--- src/rtl/spi_pkg.sv ---
// Shared constants and types for the SPI target peripheral.
package spi_pkg;

   localparam int unsigned RegAddrW = 12;
   localparam int unsigned BusDataW = 32;
   localparam int unsigned ByteW    = 8;
   localparam int unsigned BitCntW  = 3;

   // Register offsets inside the 4 KiB window
   localparam logic [RegAddrW-1:0] RegRxData = 12'h000;
   localparam logic [RegAddrW-1:0] RegStatus = 12'h004;
   localparam logic [RegAddrW-1:0] RegTxData = 12'h008;

   // STATUS register bit positions
   localparam int unsigned StatusRxEmpty    = 0;
   localparam int unsigned StatusRxFull     = 1;
   localparam int unsigned StatusRxOverflow = 2;
   localparam int unsigned StatusTxUnderrun = 3;
   localparam int unsigned StatusFrameErr   = 4;

   typedef enum logic {
      SpiIdle   = 1'b0,
      SpiActive = 1'b1
   } spi_dev_state_e;

endpackage

--- src/rtl/prim_fifo_sync.sv ---
// Synchronous FIFO; a write is accepted when full if a read happens in the same cycle.
module prim_fifo_sync #(
   parameter int unsigned  Width = 8,
   parameter bit           Pass  = 1'b0,
   parameter int unsigned  Depth = 4,
   localparam int unsigned PtrW  = (Depth > 1) ? $clog2(Depth) : 1,
   localparam int unsigned CntW  = $clog2(Depth + 1)
) (
   input  logic             clk_i,
   input  logic             rst_ni,
   input  logic             wvalid_i,
   output logic             wready_o,
   input  logic [Width-1:0] wdata_i,
   output logic             rvalid_o,
   input  logic             rready_i,
   output logic [Width-1:0] rdata_o,
   output logic             full_o
);

   logic [Width-1:0] mem_q [Depth];
   logic [PtrW-1:0]  wptr_q, wptr_d, rptr_q, rptr_d;
   logic [CntW-1:0]  cnt_q, cnt_d;
   logic             empty, pass_through, store, pop_mem;

   // Handshake, pointer and occupancy update
   always_comb begin
      empty        = (cnt_q == '0);
      full_o       = (cnt_q == CntW'(Depth));
      wready_o     = ~full_o | rready_i;
      pass_through = Pass & empty & wvalid_i & rready_i;
      store        = wvalid_i & wready_o & ~pass_through;
      pop_mem      = rready_i & ~empty;
      rvalid_o     = ~empty | (Pass & wvalid_i);
      rdata_o      = (Pass & empty) ? wdata_i : mem_q[rptr_q];

      wptr_d = wptr_q;
      rptr_d = rptr_q;
      cnt_d  = cnt_q;
      if (store) begin
         wptr_d = (wptr_q == PtrW'(Depth - 1)) ? '0 : wptr_q + PtrW'(1);
      end
      if (pop_mem) begin
         rptr_d = (rptr_q == PtrW'(Depth - 1)) ? '0 : rptr_q + PtrW'(1);
      end
      case ({store, pop_mem})
         2'b10:   cnt_d = cnt_q + CntW'(1);
         2'b01:   cnt_d = cnt_q - CntW'(1);
         default: cnt_d = cnt_q;
      endcase
   end

   // Pointer and count registers
   always_ff @(posedge clk_i or negedge rst_ni) begin
      if (!rst_ni) begin
         wptr_q <= '0;
         rptr_q <= '0;
         cnt_q  <= '0;
      end else begin
         wptr_q <= wptr_d;
         rptr_q <= rptr_d;
         cnt_q  <= cnt_d;
      end
   end

   // Storage array, no reset needed
   always_ff @(posedge clk_i) begin
      if (store) begin
         mem_q[wptr_q] <= wdata_i;
      end
   end

endmodule

--- src/rtl/prim_flop_2sync.sv ---
// Two-flop synchroniser for asynchronous inputs.
module prim_flop_2sync #(
   parameter int unsigned           Width      = 1,
   parameter logic [Width-1:0]      ResetValue = '0
) (
   input  logic             clk_i,
   input  logic             rst_ni,
   input  logic [Width-1:0] d_i,
   output logic [Width-1:0] q_o
);

   logic [Width-1:0] stage_q;

   // Metastability filter: two back-to-back capture stages
   always_ff @(posedge clk_i or negedge rst_ni) begin
      if (!rst_ni) begin
         stage_q <= ResetValue;
         q_o     <= ResetValue;
      end else begin
         stage_q <= d_i;
         q_o     <= stage_q;
      end
   end

endmodule

--- src/rtl/spi_device_shifter.sv ---
// SPI mode-0 target engine: input sync, edge detect, frame FSM, bit counter, RX/TX shift registers.
module spi_device_shifter
   import spi_pkg::*;
#(
   parameter logic [ByteW-1:0] TxDefault = 8'hFF
) (
   input  logic             clk_i,
   input  logic             rst_ni,
   input  logic             sck_i,
   input  logic             csn_i,
   input  logic             sdi_i,
   input  logic             tx_valid_i,
   input  logic [ByteW-1:0] tx_data_i,
   output logic             tx_take_c,
   output logic             tx_underrun_c,
   output logic             frame_err_c,
   output logic             rx_push_c,
   output logic [ByteW-1:0] rx_byte_c,
   output logic             sdo_o,
   output logic             sdo_oe_o
);

   logic [2:0]         pins_s;
   logic               sck_s, csn_s, sdi_s;
   logic               sck_dly_q, csn_dly_q;
   logic               sck_rise, sck_fall, csn_fall, csn_rise;
   spi_dev_state_e     state_q, state_d;
   logic [BitCntW-1:0] bit_cnt_q, bit_cnt_d;
   logic [ByteW-1:0]   shift_rx_q, shift_rx_d;
   logic [ByteW-1:0]   shift_tx_q, shift_tx_d;
   logic [ByteW-1:0]   reload_byte;
   logic               sdo_d, sdo_oe_d;

   // CSn resets high so the synchroniser does not report a spurious select
   prim_flop_2sync #(
      .Width      (3),
      .ResetValue (3'b010)
   ) u_sync (
      .clk_i  (clk_i),
      .rst_ni (rst_ni),
      .d_i    ({sck_i, csn_i, sdi_i}),
      .q_o    (pins_s)
   );

   assign sck_s    = pins_s[2];
   assign csn_s    = pins_s[1];
   assign sdi_s    = pins_s[0];
   assign sck_rise = sck_s & ~sck_dly_q;
   assign sck_fall = ~sck_s & sck_dly_q;
   assign csn_fall = ~csn_s & csn_dly_q;
   assign csn_rise = csn_s & ~csn_dly_q;

   // Frame FSM, shifting and event pulses
   always_comb begin
      state_d       = state_q;
      bit_cnt_d     = bit_cnt_q;
      shift_rx_d    = shift_rx_q;
      shift_tx_d    = shift_tx_q;
      tx_take_c     = 1'b0;
      tx_underrun_c = 1'b0;
      frame_err_c   = 1'b0;
      rx_push_c     = 1'b0;
      rx_byte_c     = {shift_rx_q[ByteW-2:0], sdi_s};
      reload_byte   = tx_valid_i ? tx_data_i : TxDefault;

      case (state_q)
         SpiIdle: begin
            if (csn_fall) begin
               state_d       = SpiActive;
               bit_cnt_d     = '0;
               shift_tx_d    = reload_byte;
               tx_take_c     = tx_valid_i;
               tx_underrun_c = ~tx_valid_i;
            end
         end
         SpiActive: begin
            if (csn_rise) begin
               state_d     = SpiIdle;
               frame_err_c = (bit_cnt_q != '0);
               bit_cnt_d   = '0;
            end else if (sck_rise) begin
               shift_rx_d = rx_byte_c;
               bit_cnt_d  = bit_cnt_q + BitCntW'(1);
               rx_push_c  = (bit_cnt_q == '1);
            end else if (sck_fall) begin
               if (bit_cnt_q == '0) begin
                  shift_tx_d    = reload_byte;
                  tx_take_c     = tx_valid_i;
                  tx_underrun_c = ~tx_valid_i;
               end else begin
                  shift_tx_d = {shift_tx_q[ByteW-2:0], 1'b0};
               end
            end
         end
         default: state_d = SpiIdle;
      endcase

      sdo_oe_d = (state_d == SpiActive);
      sdo_d    = sdo_oe_d & shift_tx_d[ByteW-1];
   end

   // State, shift and registered MISO outputs
   always_ff @(posedge clk_i or negedge rst_ni) begin
      if (!rst_ni) begin
         sck_dly_q  <= 1'b0;
         csn_dly_q  <= 1'b1;
         state_q    <= SpiIdle;
         bit_cnt_q  <= '0;
         shift_rx_q <= '0;
         shift_tx_q <= '0;
         sdo_o      <= 1'b0;
         sdo_oe_o   <= 1'b0;
      end else begin
         sck_dly_q  <= sck_s;
         csn_dly_q  <= csn_s;
         state_q    <= state_d;
         bit_cnt_q  <= bit_cnt_d;
         shift_rx_q <= shift_rx_d;
         shift_tx_q <= shift_tx_d;
         sdo_o      <= sdo_d;
         sdo_oe_o   <= sdo_oe_d;
      end
   end

endmodule

--- src/rtl/spi_device_top.sv ---
// SPI target peripheral: register decode, reply byte, sticky flags and RX FIFO.
module spi_device_top
   import spi_pkg::*;
#(
   parameter int unsigned      RxDepth   = 16,
   parameter logic [ByteW-1:0] TxDefault = 8'hFF
) (
   input  logic                clk_i,
   input  logic                rst_ni,
   input  logic                device_req_i,
   input  logic [31:0]         device_addr_i,
   input  logic                device_we_i,
   input  logic [3:0]          device_be_i,
   input  logic [31:0]         device_wdata_i,
   output logic                device_rvalid_o,
   output logic [31:0]         device_rdata_o,
   input  logic                sck_i,
   input  logic                csn_i,
   input  logic                sdi_i,
   output logic                sdo_o,
   output logic                sdo_oe_o,
   output logic                rx_irq_o
);

   logic [RegAddrW-1:0] bus_addr;
   logic                bus_rd, bus_wr, wr_status, wr_tx;
   logic                tx_take, underrun_set, frame_err_set, rx_push;
   logic [ByteW-1:0]    rx_byte;
   logic                fifo_wready, fifo_rvalid, fifo_full, rx_pop, ovf_set;
   logic [ByteW-1:0]    fifo_rdata;
   logic [ByteW-1:0]    tx_data_q, tx_data_d;
   logic                tx_valid_q, tx_valid_d;
   logic                rx_overflow_q, rx_overflow_d;
   logic                tx_underrun_q, tx_underrun_d;
   logic                frame_err_q, frame_err_d;
   logic                rvalid_d, rx_irq_d;
   logic [BusDataW-1:0] rdata_d, status_c;
   logic                unused_bus;

   assign unused_bus = ^{device_addr_i[31:RegAddrW], device_be_i[3:1], device_wdata_i[31:ByteW]};

   spi_device_shifter #(
      .TxDefault (TxDefault)
   ) u_shifter (
      .clk_i         (clk_i),
      .rst_ni        (rst_ni),
      .sck_i         (sck_i),
      .csn_i         (csn_i),
      .sdi_i         (sdi_i),
      .tx_valid_i    (tx_valid_q),
      .tx_data_i     (tx_data_q),
      .tx_take_c     (tx_take),
      .tx_underrun_c (underrun_set),
      .frame_err_c   (frame_err_set),
      .rx_push_c     (rx_push),
      .rx_byte_c     (rx_byte),
      .sdo_o         (sdo_o),
      .sdo_oe_o      (sdo_oe_o)
   );

   prim_fifo_sync #(
      .Width (ByteW),
      .Pass  (1'b0),
      .Depth (RxDepth)
   ) u_rx_fifo (
      .clk_i    (clk_i),
      .rst_ni   (rst_ni),
      .wvalid_i (rx_push),
      .wready_o (fifo_wready),
      .wdata_i  (rx_byte),
      .rvalid_o (fifo_rvalid),
      .rready_i (rx_pop),
      .rdata_o  (fifo_rdata),
      .full_o   (fifo_full)
   );

   // Bus decode, read mux, reply byte and sticky flag update
   always_comb begin
      bus_addr  = device_addr_i[RegAddrW-1:0];
      bus_rd    = device_req_i & ~device_we_i;
      bus_wr    = device_req_i & device_we_i & device_be_i[0];
      wr_status = bus_wr & (bus_addr == RegStatus);
      wr_tx     = bus_wr & (bus_addr == RegTxData);
      rx_pop    = bus_rd & (bus_addr == RegRxData) & fifo_rvalid;
      ovf_set   = rx_push & ~fifo_wready;

      status_c                   = '0;
      status_c[StatusRxEmpty]    = ~fifo_rvalid;
      status_c[StatusRxFull]     = fifo_full;
      status_c[StatusRxOverflow] = rx_overflow_q;
      status_c[StatusTxUnderrun] = tx_underrun_q;
      status_c[StatusFrameErr]   = frame_err_q;

      rvalid_d = device_req_i;
      rdata_d  = '0;
      if (bus_rd) begin
         case (bus_addr)
            RegRxData: rdata_d = fifo_rvalid ? BusDataW'(fifo_rdata) : '0;
            RegStatus: rdata_d = status_c;
            default:   rdata_d = '0;
         endcase
      end

      // A bus write in the reload cycle lands after the shifter consumed the old state
      tx_data_d  = wr_tx ? device_wdata_i[ByteW-1:0] : tx_data_q;
      tx_valid_d = wr_tx | (tx_valid_q & ~tx_take);

      rx_overflow_d = (rx_overflow_q & ~(wr_status & device_wdata_i[StatusRxOverflow])) | ovf_set;
      tx_underrun_d = (tx_underrun_q & ~(wr_status & device_wdata_i[StatusTxUnderrun])) | underrun_set;
      frame_err_d   = (frame_err_q & ~(wr_status & device_wdata_i[StatusFrameErr])) | frame_err_set;

      rx_irq_d = fifo_rvalid;
   end

   // Register state and bus response
   always_ff @(posedge clk_i or negedge rst_ni) begin
      if (!rst_ni) begin
         device_rvalid_o <= 1'b0;
         device_rdata_o  <= '0;
         tx_data_q       <= '0;
         tx_valid_q      <= 1'b0;
         rx_overflow_q   <= 1'b0;
         tx_underrun_q   <= 1'b0;
         frame_err_q     <= 1'b0;
         rx_irq_o        <= 1'b0;
      end else begin
         device_rvalid_o <= rvalid_d;
         device_rdata_o  <= rdata_d;
         tx_data_q       <= tx_data_d;
         tx_valid_q      <= tx_valid_d;
         rx_overflow_q   <= rx_overflow_d;
         tx_underrun_q   <= tx_underrun_d;
         frame_err_q     <= frame_err_d;
         rx_irq_o        <= rx_irq_d;
      end
   end

endmodule

--- config.mk ---
export PLATFORM = sky130hd
export DESIGN_NAME = spi_device_top
export DESIGN_NICKNAME = d
export VERILOG_FILES = /design/src/rtl/spi_pkg.sv /design/src/rtl/prim_fifo_sync.sv /design/src/rtl/prim_flop_2sync.sv /design/src/rtl/spi_device_shifter.sv /design/src/rtl/spi_device_top.sv
export SDC_FILE = /design/constraint.sdc
export NUM_CORES = 1
export LEC_CHECK = 0
export CAP_MARGIN = 20
export CORE_AREA = 5 5 129 131
export CTS_CLUSTER_SIZE = 24
export DETAILED_ROUTE_END_ITERATION = 6
export DIE_AREA = 0 0 134 136
export GPL_ROUTABILITY_DRIVEN = 0
export HOLD_SLACK_MARGIN = 0.06
export PLACE_DENSITY = 0.8
export SLEW_MARGIN = 5
export SYNTH_ARGS = -nofsm -noshare
export SYNTH_HDL_FRONTEND = slang
export SYNTH_HIERARCHICAL = 1
export SYNTH_SLANG_ARGS = --single-unit
--- constraint.sdc ---
create_clock -name clk_i -period 3.9 [get_ports clk_i]
set_clock_uncertainty 0.05 [all_clocks]
set_input_delay 0.78 -clock clk_i [delete_from_list [all_inputs] [get_ports clk_i]]
set_output_delay 0.78 -clock clk_i [all_outputs]
set_load 0.03 [all_outputs]
==> out/results.txt, run 1 <==
Root Driver = clkbuf_16
Die Area = 18200 um^2
Peak VDD IR = 257 uV
Syn Area/Cell = 16.1 um^2
Lkg Pwr = 3.41 nW
Post-CTS setup buffer count = 0
Layout area overhead = 14.0%
Setup TNS = 0 ps
Mapped Area = 8200 um^2
Initial antenna violation count = 0
Setup crit end kind = flip-flop
Skew-Pair Late Insertion Delay = 430 ps
Initial DRC Count = 397
Critical Path RT = 4210 ps
Max Cap Viol = 0
Core ar. = 15500 um^2
Clk sinks = 191
WS Path Type = flip-flop to flip-flop
Finish-stage setup viols = 0
Nets = 649
Flops & latches, synth = 191
Slew margin rel. = 43.8%
Sequential fraction of the synthesis area = 66.1%
Vias per cell = 5.88
Crit path launch type = flip-flop
Tmin final = 3570 ps
Worst Max-Slew Pin Slew = 844 ps
Final WL = 15.8 mm
Wire length per cell = 20.7 um
Pwr/cell area = 504 nW/um^2
Netlist cell types = 63
Die H = 136 um
DRC viols = 0
Main synth FF type = edfxtp_1
Max Slew Vio Count = 0
Async set-reset flop share out of synthesis = 33.0%
Arrival @ worst endpoint = 3870 ps
Post-DP HPWL = 10.5 mm
First-pass GRT wire length = 24.7 mm
Cts repair resizes = 0
Final worst-path cycle share = 91.5%
CTS tree = built
Layout cell share with drive strength beyond 1 = 19.3%
Vias in the first global route = 4616
Antenna diode count = 0
FMAX = 280 MHz
Final hold vios = 0
Status = completed
Row count = 46
Worst-path maximum fanout = 6
Clock-pin slew of the registers on the worst-case setup and hold paths = 60 ps
I/O pin count = 111
RSZ-0062 raised after global routing = false
Mapped Cells = 510
Global Route Usage Sum = 18.1%
Worst hold path type = flip-flop to flip-flop
Clock Path Buffers = 2
CTS buffer count = 17
First-pass iteration count of the detailed router = 5
Final core occ = 60.4%
EDFF count, synth = 128
Antenna-violating nets left = 0
Remaining global-route overflow = 0
Chip Width = 134 um
Via count = 4503
Initial Util = 53.0%
Synth warn = 6
Number of port buffers = 39
Largest net degree at the start of global routing = 39
Hold-fix buffers, CTS = 0
H-tree level count = 4
[logic make-up after synthesis]
logic type	count (synthesis)	share of synthesized area, %
flops	191	66.1
other cells	1	0.0457
mux	71	12.7
compound gates	71	6.23
xor+xnor	6	0.641
simple gates	97	7.64
fa+ha+maj	13	2.08
buf+inv	60	4.56
[synth_stat cells (all sizes together) (2+ instances only)]
cell / instances / area [um^2]
mux4: 24 / 541
a31oi: 9 / 75.1
buf: 37 / 288
mux2i: 28 / 280
a21o: 3 / 22.5
mux2: 19 / 218
nor2: 22 / 92.6
nand2b: 5 / 31.3
nor4: 2 / 33.8
edfxtp: 128 / 3840
inv: 16 / 60.1
xnor2: 4 / 35.0
ha: 12 / 150
dfrtp: 60 / 1500
a21oi: 6 / 30.0
nand2: 15 / 56.3
nand4: 4 / 40.0
and4b: 2 / 20.0
o22ai: 2 / 12.5
xor2: 2 / 17.5
nor2b: 7 / 43.8
dfstp: 3 / 78.8
clkbuf: 7 / 26.3
and2: 14 / 87.6
nor4b: 6 / 67.6
nor3: 2 / 15.0
or3b: 2 / 17.5
a32oi: 8 / 70.1
o21ai: 23 / 119
a22oi: 12 / 90.1
and3: 5 / 36.3
o31ai: 3 / 50.1
and4: 2 / 20.0
nand3: 4 / 20.0
[critical path: stages, from the launching register on]
cell      delay (ps)
dfrtp_1          400
or4_4            600
nand2b_1         240
nor4b_1          180
and4_2           240
buf_4            150
o21a_1           160
ha_1             290
fa_1             430
a21o_1           200
a21oi_1          170
mux2i_1          230
xnor2_1          130
[layer usage]
metal	global-route usage (%)	part of all wire, %	up-vias	routed length [um]
li1	-	-	2004	-
met1	22.6	40	2322	6290
met2	31.3	53	156	8350
met3	4.55	6.1	21	960
met4	5.60	1.5	0	237
met5	0	0	-	0
[placed cells by master (no fill, tap or decap), types with 14 or more instances in the layout]
| cell type | Yosys | routed |
|---|---|---|
| buf_4 | 28 | 14 |
| clkbuf_16 | 0 | 17 |
| mux2i_1 | 28 | 28 |
| and2_1 | 14 | 14 |
| mux4_2 | 24 | 24 |
| clkdlybuf4s50_1 | 0 | 38 |
| mux2_2 | 17 | 17 |
| nand2_1 | 15 | 15 |
| o21ai_0 | 16 | 16 |
| inv_1 | 16 | 16 |
| nor2_1 | 18 | 18 |
| edfxtp_1 | 128 | 128 |
| conb_1 | 1 | 24 |
| dfrtp_1 | 60 | 59 |
[cell type report]
cell class / count / area (um^2)
Fill cell: 1084 / 6140
Multi-Input combinational cell: 282 / 2490
Inverter: 16 / 60.1
Clock inverter: 14 / 211
Tap cell: 192 / 240
Clock buffer: 18 / 429
Sequential cell: 191 / 5430
Timing Repair Buffer: 53 / 490
[state kept, by name, indices dropped and copies added (netlist names), 3 cells and up]
register                  cells
device_rdata_o                8
tx_data_q                     8
u_rx_fifo/cnt_q               5
u_rx_fifo/mem_q             128
u_rx_fifo/rptr_q              4
u_rx_fifo/wptr_q              4
u_shifter/bit_cnt_q           3
u_shifter/shift_rx_q          7
u_shifter/shift_tx_q          8
u_shifter/u_sync/q_o          3
u_shifter/u_sync/stage_q      3
[power breakdown]
group | internal [mW] | switching, mW | total (mW)
clock network | 1.14 | 0.718 | 1.85
logic | 0.110 | 0.153 | 0.263
registers | 2.39 | 0.204 | 2.59
total | 3.64 | 1.07 | 4.71
[stage by stage]
step	instances	power (mW)	worst slack (ps)	hold WS [ps]	area [um^2]
2_1_floorplan	533	2.74	598	281	8290
3_3_place_gp	734	2.86	282	283	8700
3_5_place_dp	734	2.90	124	285	8700
4_1_cts	766	4.74	334	299	9350
5_1_grt	766	4.87	157	304	9350
6_report	766	4.71	332	297	9350
[path summary, 6_finish.rpt]
| path | startpoint | endpoint | slack [ps] | cells past startpoint |
|---|---|---|---|---|
| min in group asynchronous | rst_ni | device_rvalid_o | 400 | 1 |
| max | u_rx_fifo/cnt_q[3] | u_rx_fifo/cnt_q[4] | 330 | 12 |
| max reg2reg | u_rx_fifo/cnt_q[3] | u_rx_fifo/cnt_q[4] | 330 | 12 |
| max in group asynchronous | rst_ni | u_shifter/csn_dly_q | 2490 | 2 |
| min reg2reg | u_shifter/u_sync/stage_q[0] | u_shifter/u_sync/q_o[0] | 300 | 0 |
| min | u_shifter/u_sync/stage_q[0] | u_shifter/u_sync/q_o[0] | 300 | 0 |
Note: power is estimated with default switching activity, not from simulation.
==> inputs of run 2 (changes only) <==
CTS_CLUSTER_SIZE = unset   (was 24)
==> results of run 2 <==
No change in the layout: final DEF, timing and power equal those of run 1.
==> inputs of run 3 (changes only) <==
CORE_AREA = 5 5 126 128   (was 5 5 129 131)
CTS_BUF_LIST = sky130_fd_sc_hd__clkbuf_4 sky130_fd_sc_hd__clkbuf_8   (was unset)
DIE_AREA = 0 0 131 133   (was 0 0 134 136)
PLACE_DENSITY = 0.84   (was 0.8)
==> out/results.txt, run 3 (synthesis results as in run 1) <==
Tmin final = 3580 ps (was 3570 ps)
Slew margin rel. = 49.2% (was 43.8%)
Core ar. = 14800 um^2 (was 15500 um^2)
Commonest non-fill, non-tap cells in the layout = edfxtp_1, dfrtp_1, clkdlybuf4s50_1 (unchanged)
Via count = 4467 (was 4503)
Post-CTS setup buffer count = 0 (unchanged)
Hold-fix buffers, CTS = 0 (unchanged)
Worst Max-Slew Pin Slew = 762 ps (was 844 ps)
WS Path Type = flip-flop to flip-flop (unchanged)
Final hold vios = 0 (unchanged)
Max Cap Viol = 0 (unchanged)
Clock power share = 30.8% (was 39.4%)
CTS buffer count = 17 (unchanged)
DRC viols = 0 (unchanged)
Clock Path Buffers = 2 (unchanged)
Final WL = 15.7 mm (was 15.8 mm)
Clock-pin slew of the registers on the worst-case setup and hold paths = 80 ps (was 60 ps)
Sw Ratio = 24.1% (was 22.8%)
Worst-path maximum fanout = 6 (unchanged)
Initial DRC Count = 439 (was 397)
Final worst-path cycle share = 91.8% (was 91.5%)
Commonest non-fill, non-tap cell in the layout = edfxtp_1 (unchanged)
Setup TNS = 0 ps (unchanged)
Pwr/cell area = 453 nW/um^2 (was 504 nW/um^2)
H-tree level count = 4 (unchanged)
Finish-stage setup viols = 0 (unchanged)
Row count = 45 (was 46)
Arrival @ worst endpoint = 3910 ps (was 3870 ps)
Worst hold path type = input pin to asynchronous set/reset pin (was flip-flop to flip-flop)
Pint = 3.12 mW (was 3.64 mW)
Critical Path RT = 4230 ps (was 4210 ps)
Number of port buffers = 39 (unchanged)
Initial Util = 55.6% (was 53.0%)
CTS tree = built (unchanged)
Root Driver = clkbuf_8 (was clkbuf_16)
Wire length per cell = 20.6 um (was 20.7 um)
Antenna diode count = 0 (unchanged)
Post-DP HPWL = 10.8 mm (was 10.5 mm)
Cts repair resizes = 0 (unchanged)
Nets = 647 (was 649)
Initial antenna violation count = 0 (unchanged)
Die Area = 17400 um^2 (was 18200 um^2)
Die H = 133 um (was 136 um)
Post-Place Cells = 728 (was 734)
Remaining global-route overflow = 0 (unchanged)
Clk sinks = 191 (unchanged)
Max FFs per register = 128 (unchanged)
Status = completed (unchanged)
Non-Filler Instances = 760 (was 766)
Largest net degree at the start of global routing = 45 (was 39)
Setup crit end kind = flip-flop (unchanged)
Layout cell share with drive strength beyond 1 = 18.9% (was 19.3%)
First-pass GRT wire length = 24.9 mm (was 24.7 mm)
First-pass iteration count of the detailed router = 5 (unchanged)
Vias in the first global route = 4648 (was 4616)
Vias per cell = 5.88 (about the same)
Antenna-violating nets left = 0 (unchanged)
Layout area overhead = 10.6% (was 14.0%)
Chip Width = 131 um (was 134 um)
Global Route Usage Sum = 19.2% (was 18.1%)
Most flop-heavy register = u_rx_fifo/mem_q (unchanged)
Skew-Pair Late Insertion Delay = 460 ps (was 430 ps)
RSZ-0062 raised after global routing = false (unchanged)
FMAX = 279 MHz (was 280 MHz)
Lkg Pwr = 3.28 nW (was 3.41 nW)
Share of power burned in combinational logic = 6.3% (was 5.6%)
P_sw = 989 uW (was 1.07 mW)
Max Slew Vio Count = 0 (unchanged)
Fill count = 1005 (was 1084)
Final core occ = 61.5% (was 60.4%)
Sequential fraction of design power = 63.0% (was 55.1%)
Crit path launch type = flip-flop (unchanged)
Peak VDD IR = 241 uV (was 257 uV)
I/O pin count = 111 (unchanged)
[run 3: path summary, 6_finish.rpt]
check,slack [ps],to,startpoint,cells after the start
max reg2reg,320,u_rx_fifo/cnt_q[4],u_rx_fifo/cnt_q[3],12
max in group asynchronous,2680,u_shifter/csn_dly_q,rst_ni,2
min,200,device_rvalid_o,rst_ni,1
max,320,u_rx_fifo/cnt_q[4],u_rx_fifo/cnt_q[3],12
min in group clk_i,310,u_shifter/u_sync/q_o[2],u_shifter/u_sync/stage_q[2],0
min reg2reg,310,u_shifter/u_sync/q_o[2],u_shifter/u_sync/stage_q[2],0
[run 3: cell type report]
type / instances / area (um^2) / area share [%]
inverter: 16 / 60.1 / 0.662
sequential: 191 / 5430 / 59.8
multi-input combinational: 282 / 2490 / 27.4
clock inverter: 14 / 148 / 1.63
timing repair buffer: 51 / 475 / 5.24
clock buffer: 18 / 241 / 2.66
tap: 188 / 235 / 2.59
[run 3: worst max-delay path: stages (launching register included)]
cell	delay (ps)
dfrtp_1	410
or4_4	600
nand2b_1	230
nor4b_1	170
and4_2	290
nand2b_1	200
o21ai_2	190
ha_1	320
ha_1	320
a21o_1	170
a21oi_1	180
mux2i_1	240
xnor2_1	140
[run 3: stage by stage]
step                      cell area, um^2  hold WS (ps)  power [mW]  setup slack (ps)
after floorplan                      8290           281        2.74               598
after global placement               8680           284        2.85               200
after detailed placement             8680           287        2.89               134
after CTS                            9070           195        4.15               325
after global routing                 9070           208        4.28               173
final                                9070           204        4.11               320
[run 3: power by group through the flow]
stage                     sequential, mW  clock, mW  combinational [mW]
after detailed placement            2.64          0               0.256
after CTS                           2.59       1.30               0.260
final                               2.59       1.27               0.258
after floorplan                     2.54          0               0.191
after global placement              2.61          0               0.242
after global routing                2.62       1.38               0.286
[run 3: layer usage]
layer	wire length [um]	up-vias	GRT usage (%)
met1	6030	2272	24.4
met5	0	-	0
met4	430	0	7.43
met2	8220	161	31.8
met3	1010	41	4.48
li1	-	1993	-
